File: src/rtl/imm_ext_queue.sv
// imm_ext_queue: buffered RV32I/RV64I immediate extender with a DEPTH-entry FIFO.
//   clk            rising-edge clock
//   reset          asynchronous active-high reset (clears pointers and count)
//   flush          synchronous discard of all queued entries; wins over push/pop
//   in_valid       producer has an entry
//   in_ready       queue can accept (!full)
//   in_instr_31_7  instruction bits [31:7]
//   in_immsrc      format select: I,S,B,J,U,Z,SH,illegal
//   in_tag         sideband tag carried with the entry
//   out_valid      head entry valid
//   out_ready      consumer accepts the head entry
//   out_immext     extended immediate of the head entry (0 when !out_valid)
//   out_tag        tag of the head entry (0 when !out_valid)
//   out_illegal    head entry had an unsupported select (0 when !out_valid)
//   out_count      current occupancy, 0..DEPTH
module imm_ext_queue #(
  parameter int XLEN  = 32,
  parameter int DEPTH = 2,
  parameter int TAG_W = 5
) (
  input  logic                     clk,
  input  logic                     reset,
  input  logic                     flush,
  input  logic                     in_valid,
  output logic                     in_ready,
  input  logic [24:0]              in_instr_31_7,
  input  logic [2:0]               in_immsrc,
  input  logic [TAG_W-1:0]         in_tag,
  output logic                     out_valid,
  input  logic                     out_ready,
  output logic [XLEN-1:0]          out_immext,
  output logic [TAG_W-1:0]         out_tag,
  output logic                     out_illegal,
  output logic [$clog2(DEPTH):0]   out_count
);
  localparam int AW = $clog2(DEPTH);
  logic [31:7]      ins;
  logic [31:0]      e32;
  logic [XLEN-1:0]  imm;
  logic             ill;
  logic [AW-1:0]    wr_ptr, rd_ptr;
  logic [AW:0]      count;
  logic             full, push, pop;
  logic [XLEN-1:0]  mem_imm [DEPTH];
  logic [TAG_W-1:0] mem_tag [DEPTH];
  logic             mem_ill [DEPTH];
  assign ins = in_instr_31_7;
  // Sign-extending formats build a 32-bit value first, then widen by sign.
  always_comb begin
    e32 = in_immsrc == 3'b000 ? {{20{ins[31]}}, ins[31:20]} :
          in_immsrc == 3'b001 ? {{20{ins[31]}}, ins[31:25], ins[11:7]} :
          in_immsrc == 3'b010 ? {{19{ins[31]}}, ins[31], ins[7], ins[30:25], ins[11:8], 1'b0} :
          in_immsrc == 3'b011 ? {{11{ins[31]}}, ins[31], ins[19:12], ins[20], ins[30:21], 1'b0} :
          in_immsrc == 3'b100 ? {ins[31:12], 12'b0} : 32'b0;
    imm = in_immsrc == 3'b101 ? XLEN'(ins[19:15]) :
          in_immsrc == 3'b110 ? (XLEN == 64 ? XLEN'(ins[25:20]) : XLEN'(ins[24:20])) :
          XLEN'($signed(e32));
    ill = &in_immsrc;
  end
  assign full      = count == (AW+1)'(DEPTH);
  assign in_ready  = !full;
  assign out_valid = count != '0;
  // A full queue still takes a new entry when the head leaves on the same edge.
  assign push = in_valid && (!full || out_ready) && !flush;
  assign pop  = out_valid && out_ready && !flush;
  always_ff @(posedge clk or posedge reset) begin
    if (reset) begin
      wr_ptr <= '0;
      rd_ptr <= '0;
      count  <= '0;
    end else if (flush) begin
      wr_ptr <= '0;
      rd_ptr <= '0;
      count  <= '0;
    end else begin
      if (push) wr_ptr <= wr_ptr + 1'b1;
      if (pop) rd_ptr <= rd_ptr + 1'b1;
      count <= count + (AW+1)'(push) - (AW+1)'(pop);
    end
  end
  always_ff @(posedge clk) begin
    if (push) begin
      mem_imm[wr_ptr] <= imm;
      mem_tag[wr_ptr] <= in_tag;
      mem_ill[wr_ptr] <= ill;
    end
  end
  assign out_immext  = out_valid ? mem_imm[rd_ptr] : '0;
  assign out_tag     = out_valid ? mem_tag[rd_ptr] : '0;
  assign out_illegal = out_valid && mem_ill[rd_ptr];
  assign out_count   = count;
endmodule

File: config.mk
export PLATFORM = sky130hd
export DESIGN_NAME = imm_ext_queue
export DESIGN_NICKNAME = d
export VERILOG_FILES = /design/src/rtl/imm_ext_queue.sv
export SDC_FILE = /design/constraint.sdc
export NUM_CORES = 1
export LEC_CHECK = 0
export CORE_UTILIZATION = 50
export DETAILED_ROUTE_END_ITERATION = 6
export PLACE_DENSITY_LB_ADDON = 0.2
export SYNTH_ARGS = -nofsm -noshare
export SYNTH_HDL_FRONTEND = slang
export SYNTH_SLANG_ARGS = --single-unit
File: constraint.sdc
create_clock -name clk -period 3.9 [get_ports clk]
set_clock_uncertainty 0.05 [all_clocks]
set_input_delay 1.17 -clock clk [delete_from_list [all_inputs] [get_ports clk]]
set_output_delay 1.17 -clock clk [all_outputs]
set_load 0.005 [all_outputs]
* After elaboration in Yosys (flattened, before gate mapping) *
Memory sizes are Yosys's and may differ from the RTL's.
Cells that the tools add are included.

storage, ports and cells
  output and inout port bits = 42
  word-level logic and storage cells = 46
  memories kept = 3
  input bits = 38
  RAM bits = 76
  register bits = 4

memories
  memory   words  bits a word  rd ports  clocked after Yosys merged registers in  write ports  line  text
  mem_imm  2      32           1         0                                        1            44    logic [XLEN-1:0] mem_imm [DEPTH];
  mem_tag  2      5            1         0                                        1            45    logic [TAG_W-1:0] mem_tag [DEPTH];
  mem_ill  2      1            1         0                                        1            46    logic mem_ill [DEPTH];

cells by class
  equal/unequal tests = 7
  add/sub/neg operators = 4
  reduce and logical (&&, ||, !) cells = 13
  multiplexer cells = 16

operators by type and width
  operator                                                         number
  32-bit two-way mux                                               8
  3-bit == test, second input constant                             3
  3-bit by 2-bit == test with 1-bit output, second input constant  2
  1-bit two-way mux                                                6
  2-bit nonzero test                                               3
  1-bit logical AND                                                5
  5-bit two-way mux                                                1
  3-bit by 1-bit == test with 1-bit output, second input constant  1
  3-bit logical NOT                                                1
  3-bit AND reduction                                              1
  1-bit adder, second input constant                               2
  2-bit by 1-bit adder with 2-bit output                           1
  2-bit == test, second input constant                             1
  1-bit logical NOT                                                2
  2-bit two-way mux                                                1
  2-bit by 1-bit subtractor with 2-bit output                      1
  1-bit logical OR                                                 1

* Logic depth before layout (Yosys ltp) *
  depth after elaboration = 8
  depth in mapped cells = 8
  gate-level depth less buffers = 8

* Worst setup path after synthesis *
Ideal clock, no wire load.

  path type = input-to-reg
  start = in out_ready
  end = mem mem_ill[0] (enable)
  library setup time = 433 ps
  setup slack = 366 ps
  required time = 3,417 ps
  arrival time = 3,051 ps
  stages on the path = 3
  cell sequence = or3b_1 -> nand3b_1 -> nor2_1

between the ends
  word-level cells in the longest chain between the ends = 5

ends and longest elaborated chain
  element                                  line  text
  start, declared                          30    input logic out_ready,
  1-bit logical OR                         64    assign push = in_valid && (!full || out_ready) && !flush;
  1-bit logical AND (2 in a row)           64
  1-bit two-way mux                        82    if (push) begin
  1-bit two-way mux (not written as such)  85    mem_ill[wr_ptr] <= ill;
  end, declared                            46

Every way passes these cells.

* Worst setup path after layout *
  start = reg rd_ptr
  end = out out_immext[30]

between the ends
  word-level cells in the longest chain between the ends = 2

ends and longest elaborated chain
  element                 line  text
  start, declared         41    logic [AW-1:0] wr_ptr, rd_ptr;
  start signal, assigned  77    if (pop) rd_ptr <= rd_ptr + 1'b1;
  memory read 2 x 32 bit  -
  32-bit two-way mux      88    assign out_immext = out_valid ? mem_imm[rd_ptr] : '0;
  end, declared           31    output logic [XLEN-1:0] out_immext,

Every way passes these cells.

==> results.yml <==
setup_path:
  startpoint_type: "flip-flop"
  cp.arrival_ps: 2070
  critical_path.cell_chain: "buf_12 -> mux2i_1 -> nor2_1 -> clkdlybuf4s50_1"
  r2r_cells: 8
  required_ps: 2680
  r2r_end: "out_count[1]$_DFF_PP0_"
  path_buf_inv: 2
  critPathMaxFanout: 25
  critical_path_class: "reg2out"
  ff2ff_setup_slack_ps: 1680
  cpPeakStageDelay_ps: 680
  worstSetupEndpointType: "output port"
  critPathSlowestCell: "dfrtp_2"
  path_delay_family: "buffers and inverters"
  r2r-start: "out_count[0]$_DFF_PP0_"
yosys:
  synth_top_family_by_area: "multiplexers"
  synth_xor_area_share_pct: 1.23
  yosysUniqueCellTypes: 33
  syn-num-nets: 312
  synth_edf_count: 76
  ys_warn_count: 0
  syn_area_sq_mm: 0.00367
  ys_seq_elements: 80
  synth_compound_area_share_pct: 8.09
  synthSimpleGateAreaFrac_pct: 8.80
  avgSynthCellArea_sq_um: 13.5
  ys_async_sr_fraction_pct: 5.00
  synth_seq_area_share_pct: 65.0
  synth_adder_area_share_pct: 0.682
  synthMuxAreaShare_pct: 12.8
  synthCells: 272
  synth-main-ff-cell: "edfxtp_1"
layout:
  final_cell_mix: "clkdlybuf4s50_1 (79), edfxtp_1 (76), mux2i_1 (47), nor2_1 (42), a21oi_1 (17)"
  drive_gt1_share_pct: 9.04
  diodes: 0
  final_cell_area_sq_mm: 0.00473
  post-route-util_pct: 68.1
  fillers: 507
  syn_to_final_growth_pct: 28.9
  fin_nets: 389
  layout_commonest_cell: "clkdlybuf4s50_1"
drt:
  via_per_inst: 5.24
  dr_total_vias: 2360
  wl_per_cell_um: 15.9
  drc: 0
  drt_iter0_drc: 142
  ant_nets: 0
  wirelength_um: 7130
  dr.pass1.iters: 4
clocking:
  cts.path.max_buffers: 2
  cts_hold_buf: 0
  cts.sinks: 80
  cts.root.buffer_cell: "clkbuf_8"
  cts_tree: "built"
  htreeDepth: 3
  cts.clk_slew.worst_paths_ps: 80
  ctsResizeCount: 0
  clk_latency_ps: 340
  numCtsBuffers: 9
  postCtsSetupRepairBufs: 0
timing:
  hold_viol_final: 0
  fmax_mhz: 304
  rsz0062_at_grt: "false"
  slew_headroom_pct: 49.2
  slew_viol_final: 0
  fin_tns_setup_ps: 0
  post-route-period-util_pct: 84.4
  hold_ws_ps: 524
  post-route-min-period_ps: 3290
  setup-violations-final: 0
  tightest_slew_ps: 760
global_route:
  grt_pass1_wl_um: 11100
  grt_pass1_vias: 2225
  grt_start_max_net_pins: 40
  antenna_found_initial: 0
  track_usage_pct: 19.8
  grt_overflow: 0
placed_design:
  gp_congestion: 0.948
  placed_area_sq_mm: 0.00456
  port_buffers: 79
  dpl.hpwl_um: 4830
floorplan:
  initial_core_util_pct: 52.8
  die_h_um: 87.6
  rows: 30
  die_area_sq_mm: 0.00768
  core_region_area_sq_mm: 0.00694
  pin_count: 80
  die_w_um: 87.6
power_and_ir_drop:
  p_per_area_mw_per_mm2: 425
  p_leak_nw: 1.67
  ir_drop_mv: 0.181
worst_hold_path:
  hp-start: "wr_ptr$_DFFE_PP0P_"
  hold_end: "wr_ptr$_DFFE_PP0P_"
  hold_path_depth: 1
  min_path_type: "reg2reg"
job:
  maxCapViolations: 0
run_status:
  run_status: "completed"
==> where the power goes <==
part           leakage (nW)  switching (mW)  internal [mW]  total, mW
clock network        0.0830           0.298          0.229      0.527
logic                 0.824           0.207          0.254      0.460
registers             0.760          0.0285          0.992       1.02
==> synth_stat cells, drive strengths merged (2+ instances only) <==
cell type,n,share of area [%]
a21oi,17,2.3
ha,2,0.68
a21o,11,2.3
nor2b,12,2.0
o22ai,9,1.5
mux2i,47,13
nor2,45,4.6
and2,3,0.55
buf,13,2.1
a22oi,5,1.0
o21ai,3,0.51
xor2,3,1.2
nor3,2,0.41
dfrtp,4,2.7
clkbuf,7,0.75
inv,5,0.51
edfxtp,76,62
==> through the flow <==
step / cells / power [mW] / setup WS, ps
6_report: 450 / 2.01 / 607
5_1_grt: 450 / 2.10 / 497
4_1_cts: 450 / 2.03 / 571
3_5_place_dp: 434 / 1.51 / 593
3_3_place_gp: 434 / 1.50 / 685
2_1_floorplan: 272 / 1.27 / 366
==> cell type report <==
class / instances / area, sq um / area share, %
Timing Repair Buffer: 86 / 856 / 18.1
Clock buffer: 9 / 124 / 2.62
Tap cell: 96 / 120 / 2.54
Clock inverter: 7 / 46.3 / 0.980
Sequential cell: 80 / 2380 / 50.4
Inverter: 5 / 18.8 / 0.397
Multi-Input combinational cell: 167 / 1180 / 24.9
==> layer usage <==
metal | part of all wire, % | up-vias | routed length, um | global-route usage [%]
met3 | 6.0 | 10 | 430 | 4.43
met5 | 0 | - | 0 | 0
met1 | 44 | 1112 | 3150 | 26.4
met2 | 48 | 87 | 3430 | 31.3
met4 | 1.8 | 0 | 126 | 9.09
li1 | - | 1151 | - | -
==> sequential cells by signal (all words and copies together), names as in the netlist <==
name       flops
rd_ptr         1
mem_imm       64
mem_ill        2
wr_ptr         1
out_count      2
mem_tag       10
==> cells by family after synthesis <==
family,after synthesis
flops,80
simple gates,68
compound gates,47
mux,47
buf+inv,25
xor+xnor,3
fa+ha+maj,2
==> worst max path at each step <==
stage / slack, ps / start / end / cells after the start
floorplan: 370 / out_ready / mem_ill[0]$_DFFE_PP_ / 3
global placement: 680 / out_ready / out_count[1]$_DFF_PP0_ / 9
detailed placement: 590 / out_ready / out_count[1]$_DFF_PP0_ / 9
CTS: 570 / rd_ptr$_DFFE_PP0P_ / out_immext[30] / 4
global route: 500 / rd_ptr$_DFFE_PP0P_ / out_immext[27] / 4
finish: 610 / rd_ptr$_DFFE_PP0P_ / out_immext[30] / 4
Note: power is estimated with default switching activity, not from simulation.
